<file path="config.mk">
export PLATFORM = sky130hd
export DESIGN_NAME = ram_mult_seq
export DESIGN_NICKNAME = d
export VERILOG_FILES = /design/src/rtl/ram_mult_seq.sv
export SDC_FILE = /design/constraint.sdc
export NUM_CORES = 1
export LEC_CHECK = 0
export ABC_AREA = 0
export BUFFER_PORTS_ARGS = -buffer_cell sky130_fd_sc_hd__buf_2
export CAP_MARGIN = 20
export CORE_MARGIN = 5
export CORE_UTILIZATION = 48
export CTS_BUF_LIST = sky130_fd_sc_hd__clkbuf_8
export DETAILED_ROUTE_END_ITERATION = 6
export GPL_ROUTABILITY_DRIVEN = 0
export PLACE_DENSITY = 0.69
export SYNTH_ARGS = -nofsm -noshare
export SYNTH_HDL_FRONTEND = slang
export SYNTH_SLANG_ARGS = --single-unit
</file>
<file path="constraint.sdc">
create_clock -name clk -period 3.7 [get_ports clk]
set_input_delay 0.555 -clock clk [delete_from_list [all_inputs] [get_ports clk]]
set_output_delay 0.555 -clock clk [all_outputs]
set_load 0.03 [all_outputs]
</file>
<file path="src/rtl/ram_mult_seq.sv">
// Sequencer that feeds operand pairs from the nibble RAM to the 4x4 multiplier and writes each
// product back as two nibbles. Optional WAIT timeout with sticky err: define RAM_MULT_SEQ_TIMEOUT_EN.
module ram_mult_seq #(
    parameter int ADDR_W  = 4,
    parameter int DATA_W  = 4,
    parameter int TIMEOUT = 64
) (
    input  logic                clk,
    input  logic                reset,
    input  logic                go,
    input  logic [ADDR_W-1:0]   src_base,
    input  logic [ADDR_W-1:0]   dst_base,
    input  logic [ADDR_W-1:0]   count,
    output logic                busy,
    output logic                done,
`ifdef RAM_MULT_SEQ_TIMEOUT_EN
    output logic                err,
`endif
    output logic [ADDR_W-1:0]   ram_addr,
    output logic [DATA_W-1:0]   ram_wdata,
    output logic                ram_we,
    input  logic [DATA_W-1:0]   ram_rdata,
    output logic                m_start,
    output logic [DATA_W-1:0]   m_a,
    output logic [DATA_W-1:0]   m_b,
    input  logic [2*DATA_W-1:0] m_res,
    input  logic                m_ready
);

    typedef enum logic [3:0] {
        S_IDLE,
        S_RD_A,
        S_RD_B,
        S_START,
        S_GUARD,
        S_WAIT,
        S_WR_LO,
        S_WR_HI,
        S_DONE
    } state_t;

    localparam logic [ADDR_W:0] PAIR_ONE = 1;

    state_t              state;
    state_t              state_nx;
    logic [ADDR_W-1:0]   src_r;
    logic [ADDR_W-1:0]   dst_r;
    logic [ADDR_W-1:0]   cnt_r;
    logic [ADDR_W:0]     pair_idx;
    logic [DATA_W-1:0]   a_r;
    logic [DATA_W-1:0]   b_r;
    logic [2*DATA_W-1:0] res_r;

    logic [ADDR_W-1:0]   pair_off;
    logic [ADDR_W-1:0]   src_a;
    logic [ADDR_W-1:0]   src_b;
    logic [ADDR_W-1:0]   dst_lo;
    logic [ADDR_W-1:0]   dst_hi;
    logic                last_pair;
    logic                timeout_hit;

    // Each pair occupies two words; the shift drops the top bit so regions wrap modulo 2^ADDR_W.
    assign pair_off  = pair_idx[ADDR_W-1:0] << 1;
    assign src_a     = src_r + pair_off;
    assign src_b     = src_a + ADDR_W'(1);
    assign dst_lo    = dst_r + pair_off;
    assign dst_hi    = dst_lo + ADDR_W'(1);
    assign last_pair = (pair_idx + PAIR_ONE) == {1'b0, cnt_r};

    always_comb begin
        // NOTE: next state defaults to the current state so no path through the case infers a latch.
        state_nx = state;
        unique case (state)
            S_IDLE:  if (go) state_nx = S_RD_A;
            S_RD_A:  state_nx = (cnt_r == '0) ? S_DONE : S_RD_B;
            S_RD_B:  state_nx = S_START;
            S_START: state_nx = S_GUARD;
            S_GUARD: state_nx = S_WAIT;
            S_WAIT: begin
                if (m_ready)          state_nx = S_WR_LO;
                else if (timeout_hit) state_nx = S_DONE;
            end
            S_WR_LO: state_nx = S_WR_HI;
            S_WR_HI: state_nx = last_pair ? S_DONE : S_RD_A;
            S_DONE:  state_nx = S_IDLE;
            default: state_nx = S_IDLE;
        endcase
    end

    // Outputs decode straight from state, so an asynchronous reset clears them in the same instant.
    always_comb begin
        ram_addr  = '0;
        ram_wdata = '0;
        unique case (state)
            S_RD_A:  ram_addr = src_a;
            S_RD_B:  ram_addr = src_b;
            S_WR_LO: begin
                ram_addr  = dst_lo;
                ram_wdata = res_r[DATA_W-1:0];
            end
            S_WR_HI: begin
                ram_addr  = dst_hi;
                ram_wdata = res_r[2*DATA_W-1:DATA_W];
            end
            default: ;
        endcase
    end

    assign busy    = (state != S_IDLE);
    assign done    = (state == S_DONE);
    assign m_start = (state == S_START);
    assign ram_we  = (state == S_WR_LO) || (state == S_WR_HI);
    assign m_a     = a_r;
    // b arrives on ram_rdata during START itself; forward it so the operand is valid with m_start.
    assign m_b     = (state == S_START) ? ram_rdata : b_r;

    always_ff @(posedge clk or negedge reset) begin
        if (!reset) begin
            state    <= S_IDLE;
            src_r    <= '0;
            dst_r    <= '0;
            cnt_r    <= '0;
            pair_idx <= '0;
            a_r      <= '0;
            b_r      <= '0;
            res_r    <= '0;
        end else begin
            // NOTE: sequential state uses non-blocking assignment so every register samples pre-edge values.
            state <= state_nx;
            unique case (state)
                S_IDLE: begin
                    if (go) begin
                        src_r    <= src_base;
                        dst_r    <= dst_base;
                        cnt_r    <= count;
                        pair_idx <= '0;
                    end
                end
                S_RD_B:  a_r <= ram_rdata;
                S_START: b_r <= ram_rdata;
                S_WAIT:  if (m_ready) res_r <= m_res;
                S_WR_HI: pair_idx <= pair_idx + PAIR_ONE;
                default: ;
            endcase
        end
    end

`ifdef RAM_MULT_SEQ_TIMEOUT_EN
    localparam int WC_W = $clog2(TIMEOUT + 1);

    logic [WC_W-1:0] wait_cnt;

    assign timeout_hit = (state == S_WAIT) && !m_ready && (wait_cnt == WC_W'(TIMEOUT - 1));

    always_ff @(posedge clk or negedge reset) begin
        if (!reset) begin
            wait_cnt <= '0;
            err      <= 1'b0;
        end else begin
            wait_cnt <= (state == S_WAIT) ? wait_cnt + WC_W'(1) : '0;
            if (state == S_IDLE && go) err <= 1'b0;
            else if (timeout_hit)      err <= 1'b1;
        end
    end
`else
    assign timeout_hit = 1'b0;
`endif

    a_start_single: assert property (@(posedge clk) disable iff (!reset) m_start |=> !m_start);
    a_timeout_positive: assert property (@(posedge clk) TIMEOUT > 0);

endmodule
</file>
# Word-level counts from Yosys, hierarchy flattened
# Index checks and enable logic that the tools add are counted.
dict set report totals {
  output_inout_bits 20
  ff_bits 37
}
dict set report classes {
  n_addsub 5
  n_mux 10
  n_reduce_logical 9
  eq_ne 11
}
# cell n
set op_table {}
lappend op_table {{$pmux W4 S8} 1}
lappend op_table {{$mux W4} 5}
lappend op_table {{$eq A4 B3 Y1 const B} 4}
lappend op_table {{$pmux W4 S4} 1}
lappend op_table {{$pmux W5 S2} 1}
lappend op_table {{$add A4 B1 Y4 const B} 2}
lappend op_table {{$add A4 B4 Y4} 2}
lappend op_table {{$eq A4 B2 Y1 const B} 2}
lappend op_table {{$logic_not A4 Y1} 2}
lappend op_table {{$pmux W4 S2} 1}
lappend op_table {{$reduce_and A2 Y1} 4}
lappend op_table {{$add A5 B1 Y5 const B} 1}
lappend op_table {{$eq A5 B4 Y1} 1}
lappend op_table {{$mux W5} 1}
lappend op_table {{$eq A4 B1 Y1 const B} 1}
lappend op_table {{$eq A4 B4 Y1 const B} 1}
lappend op_table {{$ne A2 B2 Y1 const B} 2}
lappend op_table {{$reduce_bool A4 Y1} 1}
lappend op_table {{$reduce_bool A2 Y1} 1}
lappend op_table {{$logic_or A1 B1 Y1} 1}

# Depth between registers and ports, before layout
dict set report depth {
  depth_word 4
  depth_mapped 8
}

# Worst setup path after synthesis
# No wires, ideal clock.
dict set report synth_path {
  path_kind {reg2out}
  startpoint {register pair_idx[0]}
  endpoint {output port ram_addr[3]}
  stages_incl_launch_ff 8
  slack_ps 1177
  n_path_buf 0
  arrival_time_ps 1968
  required_time_ps 3145
  cell_sequence {dfrtp_1 > ha_1 > inv_1 > fa_1 > nand3b_1 > or2_2 > mux2i_1 > a211o_1}
}
dict set report synth_via {
  elab_chain_len 3
  elab_cells_between_ends 5
  classes_between {add/sub (4); mux (1)}
}
# element line_no
set synth_lines {}
lappend synth_lines {{start: declaration} 49} ;# logic [ADDR_W:0] pair_idx;
lappend synth_lines {{start signal: assignment} 142} ;# S_WR_HI: pair_idx <= pair_idx + PAIR_ONE;
lappend synth_lines {{$add A4 B4 Y4 (on tied branches)} {66, 64}}
lappend synth_lines {{$add A4 B1 Y4 (on tied branches)} {67, 65}}
lappend synth_lines {{$pmux W4 S4 *} 94} ;# unique case (state)
lappend synth_lines {{end: declaration} 19} ;# output logic [ADDR_W-1:0] ram_addr,
# Every way passes the cells marked *; elsewhere a longest branch is shown, timed or not.

# Worst setup path after layout
dict set report layout_path {
  startpoint {register state[2]}
  endpoint {output port ram_addr[1]}
}
dict set report layout_via {
  elab_chain_len 2
  elab_cells_between_ends 5
  classes_between {eq/ne (4); mux (1)}
}
# element line_no
set layout_lines {}
lappend layout_lines {{start: declaration} 44} ;# state_t state;
lappend layout_lines {{start signal: assignment} 129} ;# state <= state_nx;
lappend layout_lines {{$eq A4 B3 Y1 (tied with other cells)} 94}
lappend layout_lines {{$pmux W4 S4 *} 94}
# Marks and branches as above.

==> impl_metrics.csv <==
group,metric,value,unit
critical_path,reg2reg_setup_slack,1.67,ns
sta,layout_min_cycle_time,3.10,ns
sta,clock_skew,0.00718,ns
grt,grt_remaining_overflow,0,
synthesis,synthesis.instances,182,
floorplan,initial_core_util,0.491,
clock_tree,register_clock_pin_slew_on_the_reported_worst_setup_and_hold_paths,0.07,ns
grt,grt_pass1_wl,7.05,mm
floorplan,design.core.area,4290,µm²
synthesis,ys_warn_count,0,
floorplan,rows,24,
route,antenna_left,0,
critical_path,timing.rr.end,"pair_idx[2]",
finish,finalInstanceArea,2430,µm²
placed_design,placed_cell_area,2350,µm²
power_and_ir_drop,vdd_drop_max,535,µV
route,num_vias,1486,
clock_tree,cts.repair_timing.setup_buffer_count,0,
route,route.detailed.drc,0,
grt,vias_in_the_first_global_route,1489,
clock_tree,max-clock-path-buffers,2,
critical_path,worst-r2r-cell-count,4,
finish,num_antenna_cells,0,
clock_tree,cts_tree,"done",
synthesis,synth_ff_type,"sky130_fd_sc_hd__dfrtp_1",
sta,rsz_0062_raised_after_global_routing,"no",
power_and_ir_drop,leakage,0.00115,µW
critical_path,startpoint_type,"register",
power_and_ir_drop,total_power,2410,µW
sta,worst_slew_margin_rel,0.463,
synthesis,synth-seq-area-share,0.439,
run,max_cap_viol_count,0,
clock_tree,cts_inserted_buffers,5,
sta,timing.final.hold_violations,0,
placed_design,place_hpwl,2.97,mm
finish,proportion_of_layout_cells_with_a_drive_suffix_above_1,0.398,
finish,final_nets,260,
sta,slew_violations,0,
min_path,holdCritPathClass,"primary input to asynchronous set/reset pin",
sta,fin_hold_ws,0.367,ns
critical_path,worst-endpoint-required,3.14,ns
critical_path,critPathCapture,"ram_addr[1]",
critical_path,crit_path_start,"state[2]",
clock_tree,worstSkewPairLatency,0.28,ns
route,number_of_optimization_iterations_in_the_first_detailed_route_pass,4,
synthesis,synth.avg_cell_area,11.6,µm²
outcome,result_of_the_run,"finished clean",
clock_tree,cts_resized,0,
finish,synthToLayoutAreaGrowth,15.4,%
clock_tree,clock-sinks,37,
floorplan,die-width,76.3,µm
clock_tree,buffer_cell_driving_the_clock_tree_root,"sky130_fd_sc_hd__clkbuf_8",
critical_path,critPathMaxFanout,16,
critical_path,cp_data_arrival_time,2.55,ns
power_and_ir_drop,power-per-cell-area,992,nW/µm²
floorplan,io-pin-count,48,
route,routed_via_density,5.35,
synthesis,post-synth-top-area-cell,"sky130_fd_sc_hd__dfrtp_1",
route,wl,3.99,mm
synthesis,ys_seq_elements,37,
synthesis,synth_top_area_share,0.439,
finish,util_after_layout,0.566,
floorplan,chipHeight,76.3,µm
critical_path,critical_path.reg2reg.startpoint,"state[2]",
grt,grt_use_total,0.145,
synthesis,synth_top_cells_by_area,"sky130_fd_sc_hd__dfrtp_1 44%, sky130_fd_sc_hd__mux2_2 15%, sky130_fd_sc_hd__xnor2_1 2.9%",
grt,antenna_found_initial,0,
clock_tree,clock_tree.htree_level_count,2,
route,drt_first_iter_violations,87,
sta,timing.fmax,0.322,GHz
sta,max_slew.worst_pin.slew,0.805,ns
sta,fin_crit_sh,0.838,
sta,setup-tns-final,0,ns
synthesis,synth_edf_count,0,
placed_design,port_buffers,47,
grt,grt_max_degree,38,
clock_tree,hold_buffers,0,
synthesis,netlist_area,2110,µm²
critical_path,cp-end-kind,"primary output",
sta,setup_viol_count_final,0,
synthesis,synth-async-reset-ratio,1.00,
synthesis,synth.lib_cells_used.distinct,44,
synthesis,mappedNetlistNets,216,
floorplan,die_area,5810,µm²
route,route.detailed.wl_per_inst,14.4,µm
critical_path,critPathKind,"register to primary output",
[logic make-up after synthesis]
| group | count (synthesis) | synth area share |
|---|---|---|
| AOI/OAI and AO/OA | 25 | 0.0837 |
| xor gates and xnor gates | 13 | 0.0612 |
| adders and majority gates | 6 | 0.0428 |
| buffers and inverters | 18 | 0.0433 |
| DFF | 37 | 0.439 |
| muxes | 31 | 0.164 |
| and+or+nand+nor | 52 | 0.166 |
[cells in the mapped netlist (2+ instances only)]
| cell type | number |
|---|---|
| sky130_fd_sc_hd__a21oi_1 | 3 |
| sky130_fd_sc_hd__a22o_1 | 5 |
| sky130_fd_sc_hd__a32oi_1 | 2 |
| sky130_fd_sc_hd__buf_2 | 3 |
| sky130_fd_sc_hd__buf_4 | 3 |
| sky130_fd_sc_hd__clkbuf_1 | 2 |
| sky130_fd_sc_hd__dfrtp_1 | 37 |
| sky130_fd_sc_hd__fa_1 | 2 |
| sky130_fd_sc_hd__ha_1 | 4 |
| sky130_fd_sc_hd__inv_1 | 8 |
| sky130_fd_sc_hd__mux2_2 | 28 |
| sky130_fd_sc_hd__mux2i_1 | 3 |
| sky130_fd_sc_hd__nand2_1 | 16 |
| sky130_fd_sc_hd__nand2b_1 | 4 |
| sky130_fd_sc_hd__nand3_1 | 6 |
| sky130_fd_sc_hd__nand3b_1 | 3 |
| sky130_fd_sc_hd__nand4b_4 | 2 |
| sky130_fd_sc_hd__nor2_1 | 8 |
| sky130_fd_sc_hd__o21ai_0 | 7 |
| sky130_fd_sc_hd__or2_2 | 2 |
| sky130_fd_sc_hd__xnor2_1 | 7 |
| sky130_fd_sc_hd__xor2_1 | 5 |
[how the worst min path moves through the flow]
stage	from	endpoint	slack, ns	depth (start not counted)
final	reset	dst_r[2]	0.37	1
after global routing	reset	dst_r[3]	0.44	1
after CTS	reset	dst_r[3]	0.40	1
after detailed placement	b_r[2]	b_r[2]	0.48	1
after global placement	b_r[2]	b_r[2]	0.48	1
after floorplan	reset	b_r[0]	0.26	0
[where the power goes]
group          switching [µW]  internal, µW
registers                 223           603
logic                     722           595
clock network             126           145
total                    1070          1340
[metal layers]
metal | up-vias | share of wire | global-route usage
met5 | - | 0 | 0
met4 | 0 | 0.0048 | 0.0367
met3 | 2 | 0.061 | 0.0461
met2 | 30 | 0.45 | 0.212
met1 | 726 | 0.48 | 0.209
li1 | 728 | - | -
[registers in the layout, summed over array words and instances (netlist names)]
register and flops:
state 4, src_r 4, cnt_r 4, dst_r 4, m_a 4, res_r 8, b_r 4, pair_idx 5
[worst max-delay path, stage by stage (launching register included)]
cell and delay [ns]:
sky130_fd_sc_hd__dfrtp_1 0.85, sky130_fd_sc_hd__and4b_1 0.64, sky130_fd_sc_hd__nand2_1 0.10, sky130_fd_sc_hd__nand2_1 0.08, sky130_fd_sc_hd__ha_1 0.22, sky130_fd_sc_hd__o21ai_0 0.06
sky130_fd_sc_hd__o21ai_0 0.09, sky130_fd_sc_hd__buf_2 0.21
[area by class of cell]
cell class                 count  area, µm²
multi-input combinational    127       1090
sequential                    37        926
clock inverter                 1       3.75
timing repair buffer          47        235
clock buffer                   6       82.6
fill                         375       1860
inverter                       8       30.0
tap                           52       65.1
[per-stage QoR]
step	setup WS [ns]	std cells
2_1_floorplan	1.18	182
3_5_place_dp	0.936	271
4_1_cts	0.637	278
6_report	0.598	278
5_1_grt	0.399	278
3_3_place_gp	0.970	271
[cells in the final DEF, fill, tap and decap left out, drive strengths merged, types with 2 or more instances in the layout]
master  count
a32oi       2
a21oi       3
nand3       6
ha          4
nand4b      2
a22o        5
or2         2
o21ai       7
nor2        8
nand2b      4
nand3b      3
nor4b       2
nor3        2
clkbuf      6
xor2        5
buf        47
inv         9
mux2       28
xnor2       7
nand2      17
dfrtp      37
mux2i       3
fa          2
No activity file was read; power rests on OpenSTA's default activity.
